### config.mk
export PLATFORM = sky130hd
export DESIGN_NAME = mdu_sequencer
export DESIGN_NICKNAME = d
export VERILOG_FILES = /design/src/rtl/mdu_pkg.sv /design/src/rtl/mdu_step.sv /design/src/rtl/mdu_sequencer.sv
export SDC_FILE = /design/constraint.sdc
export NUM_CORES = 1
export LEC_CHECK = 0
export CAP_MARGIN = 0
export CELL_PAD_IN_SITES_DETAIL_PLACEMENT = 0
export CELL_PAD_IN_SITES_GLOBAL_PLACEMENT = 1
export CORE_ASPECT_RATIO = 0.5
export CORE_MARGIN = 1.5
export CORE_UTILIZATION = 46
export DETAILED_ROUTE_END_ITERATION = 7
export HOLD_SLACK_MARGIN = 0.1
export PLACE_DENSITY_LB_ADDON = 0.1
export SLEW_MARGIN = 25
export SYNTH_ARGS = -nofsm -noshare
export SYNTH_HDL_FRONTEND = slang
export SYNTH_SLANG_ARGS = --single-unit
### constraint.sdc
create_clock -name clk -period 8.36 [get_ports clk]
set_input_delay 0.836 -clock clk [delete_from_list [all_inputs] [get_ports clk]]
set_output_delay 0.836 -clock clk [all_outputs]
set_load 0.005 [all_outputs]
### src/rtl/mdu_pkg.sv
// mdu_pkg: shared op/state encodings and default width for the multiply/divide sequencer
package mdu_pkg;
  localparam int MDU_WIDTH = 32;
  localparam logic [1:0] OP_MULTU = 2'b00;
  localparam logic [1:0] OP_MULT  = 2'b01;
  localparam logic [1:0] OP_DIVU  = 2'b10;
  localparam logic [1:0] OP_DIV   = 2'b11;
  localparam logic [1:0] S_IDLE  = 2'd0;
  localparam logic [1:0] S_SETUP = 2'd1;
  localparam logic [1:0] S_RUN   = 2'd2;
  localparam logic [1:0] S_FIX   = 2'd3;
endpackage

### src/rtl/mdu_step.sv
// mdu_step: one radix-2 iteration, add-shift multiply or restoring subtract-shift divide
// Ports: div selects divide; acc is {hi,lo} working pair; opd is multiplicand/divisor; nxt is the stepped pair.
module mdu_step #(
  parameter int WIDTH = 32
) (
  input  logic               div,
  input  logic [2*WIDTH-1:0] acc,
  input  logic [WIDTH-1:0]   opd,
  output logic [2*WIDTH-1:0] nxt
);
  logic [WIDTH:0] sum, cand, diff;
  assign sum  = {1'b0, acc[2*WIDTH-1:WIDTH]} + (acc[0] ? {1'b0, opd} : '0);
  assign cand = acc[2*WIDTH-1:WIDTH-1];
  // diff[WIDTH] is the borrow: set means the partial remainder is below the divisor
  assign diff = cand - {1'b0, opd};
  assign nxt  = div ? {diff[WIDTH] ? cand[WIDTH-1:0] : diff[WIDTH-1:0], acc[WIDTH-2:0], ~diff[WIDTH]}
                    : {sum, acc[WIDTH-1:1]};
endmodule

### src/rtl/mdu_sequencer.sv
// mdu_sequencer: iterative HI/LO multiply/divide sequencer for the multicycle CPU
// Ports: clk, rst_n (async active-low); start/op/rs/rt request; abort cancels;
//   busy stalls the control unit; done = hi_we = lo_we one-cycle pulse; hi_out/lo_out results.
// Option: MDU_EARLY_OUT_EN skips the iteration loop when either operand is zero.
module mdu_sequencer import mdu_pkg::*; #(
  parameter int WIDTH = MDU_WIDTH,
  parameter int CNT_W = 6
) (
  input  logic             clk,
  input  logic             rst_n,
  input  logic             start,
  input  logic [1:0]       op,
  input  logic [WIDTH-1:0] rs,
  input  logic [WIDTH-1:0] rt,
  input  logic             abort,
  output logic             busy,
  output logic             done,
  output logic             hi_we,
  output logic             lo_we,
  output logic [WIDTH-1:0] hi_out,
  output logic [WIDTH-1:0] lo_out
);
  logic [1:0] state, op_q;
  logic [WIDTH-1:0] rs_q, rt_q, opd, ma, mb, q_fix, r_fix, hi_res, lo_res;
  logic [2*WIDTH-1:0] acc, acc_nxt, prod;
  logic [CNT_W-1:0] cnt;
  logic neg_lo, neg_hi, is_div, is_signed, sa, sb, zero, early;
  assign is_div    = !(op_q == OP_MULTU || op_q == OP_MULT);
  assign is_signed = op_q == OP_MULT || op_q == OP_DIV;
  assign sa        = is_signed & rs_q[WIDTH-1];
  assign sb        = is_signed & rt_q[WIDTH-1];
  assign ma        = sa ? -rs_q : rs_q;
  assign mb        = sb ? -rt_q : rt_q;
  assign zero      = rs_q == '0 || rt_q == '0;
`ifdef MDU_EARLY_OUT_EN
  assign early     = zero;
`else
  assign early     = 1'b0;
`endif
  assign prod      = neg_lo ? -acc : acc;
  assign q_fix     = neg_lo ? -acc[WIDTH-1:0] : acc[WIDTH-1:0];
  assign r_fix     = neg_hi ? -acc[2*WIDTH-1:WIDTH] : acc[2*WIDTH-1:WIDTH];
  // zero override also covers an early-out multiply whose accumulator never ran
  assign hi_res    = is_div ? (rt_q == '0 ? rs_q : r_fix) : (zero ? '0 : prod[2*WIDTH-1:WIDTH]);
  assign lo_res    = is_div ? (rt_q == '0 ? '1 : q_fix) : (zero ? '0 : prod[WIDTH-1:0]);
  assign busy      = state != S_IDLE || done;
  assign hi_we     = done;
  assign lo_we     = done;
  mdu_step #(.WIDTH(WIDTH)) u_step (
    .div (is_div),
    .acc (acc),
    .opd (opd),
    .nxt (acc_nxt)
  );
  always_ff @(posedge clk or negedge rst_n) begin
    if (!rst_n) begin
      state  <= S_IDLE;
      op_q   <= '0;
      rs_q   <= '0;
      rt_q   <= '0;
      opd    <= '0;
      acc    <= '0;
      cnt    <= '0;
      neg_lo <= 1'b0;
      neg_hi <= 1'b0;
      done   <= 1'b0;
      hi_out <= '0;
      lo_out <= '0;
    end else begin
      done <= 1'b0;
      if (abort && state != S_IDLE) state <= S_IDLE;
      else begin
        case (state)
          S_IDLE: if (start && !abort) begin
            state <= S_SETUP;
            op_q  <= op;
            rs_q  <= rs;
            rt_q  <= rt;
          end
          S_SETUP: begin
            acc    <= {{WIDTH{1'b0}}, is_div ? ma : mb};
            opd    <= is_div ? mb : ma;
            neg_lo <= sa ^ sb;
            neg_hi <= is_div ? sa : sa ^ sb;
            cnt    <= CNT_W'(WIDTH);
            state  <= early ? S_FIX : S_RUN;
          end
          S_RUN: begin
            acc <= acc_nxt;
            cnt <= cnt - CNT_W'(1);
            if (cnt == CNT_W'(1)) state <= S_FIX;
          end
          default: begin
            hi_out <= hi_res;
            lo_out <= lo_res;
            done   <= 1'b1;
            state  <= S_IDLE;
          end
        endcase
      end
    end
  end
endmodule

; Yosys cells after proc, flatten, opt, wreduce, memory -nomap -nowiden
; Index checks and enable logic that the tools add are counted.
; W data, S select, Z words.
[totals]
reg_bits = 237
in_bits = 70
output_inout_bits = 68
[classes]
n_addsub = 8
eq_ne = 7
mux = 25
bitwise_logic = 6
n_reduce_logical = 19
[ops]
columns = cell, n
row1 = $mux W32, 14
row2 = $mux W64, 2
row3 = $neg A32 Y32, 4
row4 = $pmux W64 S2, 1
row5 = $logic_not A32 Y1, 2
row6 = $neg A64 Y64, 1
row7 = $add A32 B33 Y33, 1
row8 = $sub A33 B32 Y33, 1
row9 = $pmux W6 S2, 1
row10 = $reduce_and A2 Y1, 4
row11 = $eq A6 B1 Y1 const B, 1
row12 = $mux W2, 3
row13 = $ne A3 B3 Y1 const B, 2
row14 = $pmux W2 S3, 1
row15 = $sub A6 B1 Y6 const B, 1
row16 = $eq A2 B1 Y1 const B, 2
row17 = $eq A2 B2 Y1 const B, 2
row18 = $logic_not A2 Y1, 2
row19 = $logic_or A1 B1 Y1, 4
row20 = $reduce_bool A2 Y1, 2
row21 = $mux W1, 3
row22 = $not A1 Y1, 3
row23 = $reduce_and A3 Y1, 1
row24 = $reduce_or A3 Y1, 1
row25 = other kinds (4), 6

; Depth between registers and ports, before layout
[depth]
depth_word = 6
ltp_mapped = 16
mapped_depth_nobuf = 14

; By module
; Synthesis repeated with hierarchy kept, for this count alone.
[unflattened]
hier_cells = 2227
area_unflattened_um2 = 18649.1
[modules_own_cells]
columns = module, n_inst, cells_per_inst, area_per_inst_um2
row1 = mdu_sequencer, 1, 1564, 14058.5
row2 = mdu_step, 1, 663, 4590.7

; Worst setup path after synthesis
; Ideal clock, no wire load.
[synth_timing]
kind = reg2reg
start = register acc[31]
end = register acc[32]
arrival_time_ps = 3326
required_ps = 8224
path_slack_ps = 4898
stages_incl_launch_ff = 17
path_buffers = 3
period_less_slack_ps = 3462
cell_sequence = dfrtp_1 clkbuf_1 inv_1 ha_1 fa_1 nand2b_1 a21oi_1 o21ai_0 a21oi_1 o31ai_1 o21ai_1 xnor2_1 clkbuf_1 clkbuf_1 nand2_1 a31oi_1 o22ai_1
[synth_between]
elab_chain_cells = 4
[synth_lines]
columns = item, line_no
row1 = "start, declared", mdu_sequencer.sv:25  ; logic [2*WIDTH-1:0] acc, acc_nxt, prod;
row2 = "start signal, assigned", mdu_sequencer.sv:81  ; acc <= {{WIDTH{1'b0}}, is_div ? ma : mb};
row3 = "start signal, assigned", mdu_sequencer.sv:89  ; acc <= acc_nxt;
row4 = $sub A33 B32 Y33, mdu_step.sv:15  ; assign diff = cand - {1'b0, opd};
row5 = $mux W32 (*), mdu_step.sv:16  ; assign nxt = div ? {diff[WIDTH] ? cand[WIDTH-1:0] : diff[WIDTH-1:0], acc[WIDTH-2:0], ~diff[WIDTH]}
row6 = $mux W64 (*), mdu_step.sv:16
row7 = $pmux W64 S2 (*), mdu_sequencer.sv:73  ; case (state)
; Mark *: on every way between the ends. The rest lies on a longest branch, timed or not.
; A chain may end at the register's enable or synchronous reset.

; Final worst setup path
[layout_timing]
start = register acc[31]
end = register acc[58]
[layout_between]
elab_chain_cells = 4
[layout_lines]
columns = item, line_no
row1 = $sub A33 B32 Y33, mdu_step.sv:15
row2 = $mux W32, mdu_step.sv:16
row3 = $mux W64, mdu_step.sv:16
row4 = $pmux W64 S2, mdu_sequencer.sv:73
; Every way passes these cells.

==> metrics.md <==
| Metric | Value |
|---|---|
| Status | completed |
| Placer Congestion | 0.919 |
| DR DRC count | 0 |
| CTS tree | done |
| Worst Setup Start Kind | register |
| Clock network latency to the later pin of the worst-skew pair | 0.57 ns |
| DP HPWL | 42,500 um |
| Final #Nets | 2,222 |
| Number of slew-limit violations in the final report | 0 |
| Gate power share | 59.6% |
| Critical Path Sink Type | register |
| Remaining Overflow, GRT | 0 |
| Rel. slew slack | 30.7% |
| CTS root buffer | clkbuf_16 |
| Final TNS setup | 0 ns |
| First-pass GRT wire length | 89,400 um |
| CTS Sinks | 237 |
| Chip height | 141 um |
| DRT iter0 DRCs | 1,343 |
| Cell area after synthesis | 0.0175 mm^2 |
| Post-route ant nets | 0 |
| CTS resizes | 0 |
| Cell breakdown of the critical path | inv_1, ha_1, fa_1, nand2b_1, a21oi_1, o21ai_0, a21oi_1, o31ai_1, o21ai_1, xnor2_2, buf_4, or4b_1, a21oi_1, a221o_1 |
| Syn nets | 2,163 |
| Yosys top cell area share | 33.8% |
| Ports | 138 |
| Share of total power in the clock network | 12.7% |
| Switching pwr | 0.00448 W |
| Peak supply drop | 0.255 mV |
| Final core utilization | 53.4% |
| Hold Slack | 0.328 ns |
| Clock Pin Slew Worst Setup and Hold Paths | 0.07 ns |
| Crit path DAT | 4.77 ns |
| Cell Rows | 50 |
| TritonCTS Buffers | 25 |
| Initial Utilization | 46.8% |
| Final setup viols | 0 |
| Synth cell types | 72 |
| RSZ-0062 raised after global routing | false |
| CP Max Fanout | 40 |
| Die area | 0.0394 mm^2 |
| Top cells by area, synth | dfrtp_1, nand2_1, xnor2_1 |
| FF+latch count, synth | 237 |
| Min Tclk post-route | 4.27 ns |
| Critical path's slowest cell | dfrtp_1 |
| # placed instances | 2,543 |
| Final Hold Fails | 0 |
| Largest net degree at the start of global routing | 115 |
| Most frequent cell after synthesis | nand2_1 |
| Crit path max-delay family | compound AO/OA/AOI/OAI gates |
| Global-route usage over all layers | 29.7% |
| Total Wirelength | 58,200 um |
| First-pass iteration count of the detailed router | 5 |
| Max cap viols | 0 |
| Layout cells sized above 1 | 8.65% |
| Worst Skew | 0.0230 ns |
| Maximum buffer depth of the clock tree | 3 |
| Total setup buffers inserted after CTS | 0 |
| Routed len/inst | 22.5 um |
| Highest clock rate | 234 MHz |
| Setup ws final | 4.09 ns |
| N_diodes | 0 |
| # hold bufs at CTS | 0 |
| Mapped Cells | 2,017 |
| Dpl ws | 4.15 ns |
| Mean area per synthesized cell | 8.69 um^2 |
| Vias in the first global route | 14.6k |
| Commonest cells post-synth | nand2_1, dfrtp_1, o21ai_0 |
| Switching Fraction | 49.2% |
| Sequential share of the synthesized area | 33.8% |
| Vias per inst | 5.91 |
| Synth area leader | dfrtp_1 |
| YS warnings | 0 |
| Area of the core | 0.0375 mm^2 |
| Vias | 15.3k |
| Port Buf Inserts | 137 |
| CP peak stage delay | 0.58 ns |
| Min-delay worst type | input port to asynchronous set/reset pin |
| Least-Margin Pin Slew | 1.04 ns |
| Main flop type after synthesis | dfrtp_1 |
| Die W | 279 um |
| Antenna violations before repair | 0 |
| FFs w/ async S/R, synth | 100% |
| PD cells | 455 mW/mm^2 |
| Sequential group share of total power | 27.7% |
| Lkg Pwr | 8.84 nW |
| Post-synth EDFFs | 0 |
| WS Path Type | register to register |
| Post-Layout Cell Count | 2,586 |
| Worst Path Buf+Inv | 2 |
| Int Pwr | 0.00463 W |
| CP required | 8.86 ns |
| Crit-path most repeated cell | a21oi_1 |
| Area growth from synthesis to layout | 14.3% |
| Final period util | 51.1% |
| H-tree depth | 1 |
-- power groups by stage --
stage | logic [W] | clock network (W) | registers, W
after floorplan | 0.00402 | 0 | 0.00206
after global placement | 0.00534 | 0 | 0.00251
after detailed placement | 0.00533 | 0 | 0.00251
after CTS | 0.00538 | 0.00118 | 0.00249
after global routing | 0.00597 | 0.00123 | 0.00259
final | 0.00543 | 0.00116 | 0.00252
-- cell type report --
type	instances	area, um^2
clock buffers	38	714
well taps	494	618
clock inverters	5	92.6
fillers	3523	17400
multi-input cells	1598	10900
flip-flops and latches	237	5940
repair buffers	155	1520
inverters	59	221
-- cells by family after synthesis --
logic type	count (synthesis)	synth area share (%)
xor+xnor	208	10.4
flops	237	33.8
buf+inv	182	3.97
mux	157	11.8
fa+ha+maj	76	5.51
simple gates	647	16.8
compound gates	510	17.7
-- metrics by stage --
stage | total power, W | instance area [um^2]
floorplan | 0.00608 | 17500
global placement | 0.00785 | 19200
detailed placement | 0.00784 | 19200
CTS | 0.00905 | 20000
global route | 0.00979 | 20000
finish | 0.00912 | 20000
-- per-layer routing --
metal  track usage, %  vias up  wire length (um)
met4             4.98        0               851
li1                 -     7256                 -
met1             46.5     7500             28900
met2             40.5      473             23000
met3             8.07       45              5410
met5                0        -                 0
-- cells in the final DEF (no fill, tap or decap), types with 16 or more instances in the layout --
cell type | Yosys | final
mux2i_1 | 54 | 54
o31ai_1 | 27 | 27
o21ai_1 | 30 | 30
mux2_2 | 71 | 71
buf_4 | 2 | 17
a21o_1 | 31 | 31
nand3_1 | 23 | 23
a22oi_1 | 23 | 23
o21ai_0 | 176 | 176
a21oi_1 | 112 | 112
nand2b_1 | 29 | 29
xor2_1 | 95 | 95
ha_1 | 74 | 73
or3_1 | 22 | 22
nor2_1 | 165 | 165
nand2_1 | 290 | 287
nor4_1 | 16 | 16
dfrtp_1 | 237 | 235
mux4_2 | 32 | 32
clkbuf_16 | 0 | 25
nor3_1 | 26 | 25
inv_1 | 59 | 57
clkdlybuf4s50_1 | 0 | 136
xnor2_1 | 113 | 112
a211oi_1 | 18 | 18
-- worst reg2reg max path, stage by stage (launching register included) --
cell and delay [ns]:
dfrtp_1 0.58, inv_1 0.14, ha_1 0.24, fa_1 0.40, nand2b_1 0.21, a21oi_1 0.34, o21ai_0 0.26, a21oi_1 0.29
o31ai_1 0.18, o21ai_1 0.31, xnor2_2 0.09, buf_4 0.29, or4b_1 0.59, a21oi_1 0.15, a221o_1 0.14
-- state kept, by name (all words and copies together) (netlist names) --
signal  flops
neg_hi      1
hi_out     32
state       2
neg_lo      1
acc        64
done        1
op_q        2
opd        32
cnt         6
lo_out     32
rs_q       32
rt_q       32
-- path summary, 6_finish.rpt --
check	cells past startpoint	start	endpoint	slack [ns]
setup / recovery	14	acc[31]	acc[58]	4.09
hold / removal	1	rst_n	lo_out[3]	0.33
setup reg to reg	14	acc[31]	acc[58]	4.09
hold reg to reg	2	lo_out[18]	lo_out[18]	0.49
max in group asynchronous	2	rst_n	op_q[1]	6.68
min in group clk	2	lo_out[18]	lo_out[18]	0.49
(Power assumes the default switching activity.)
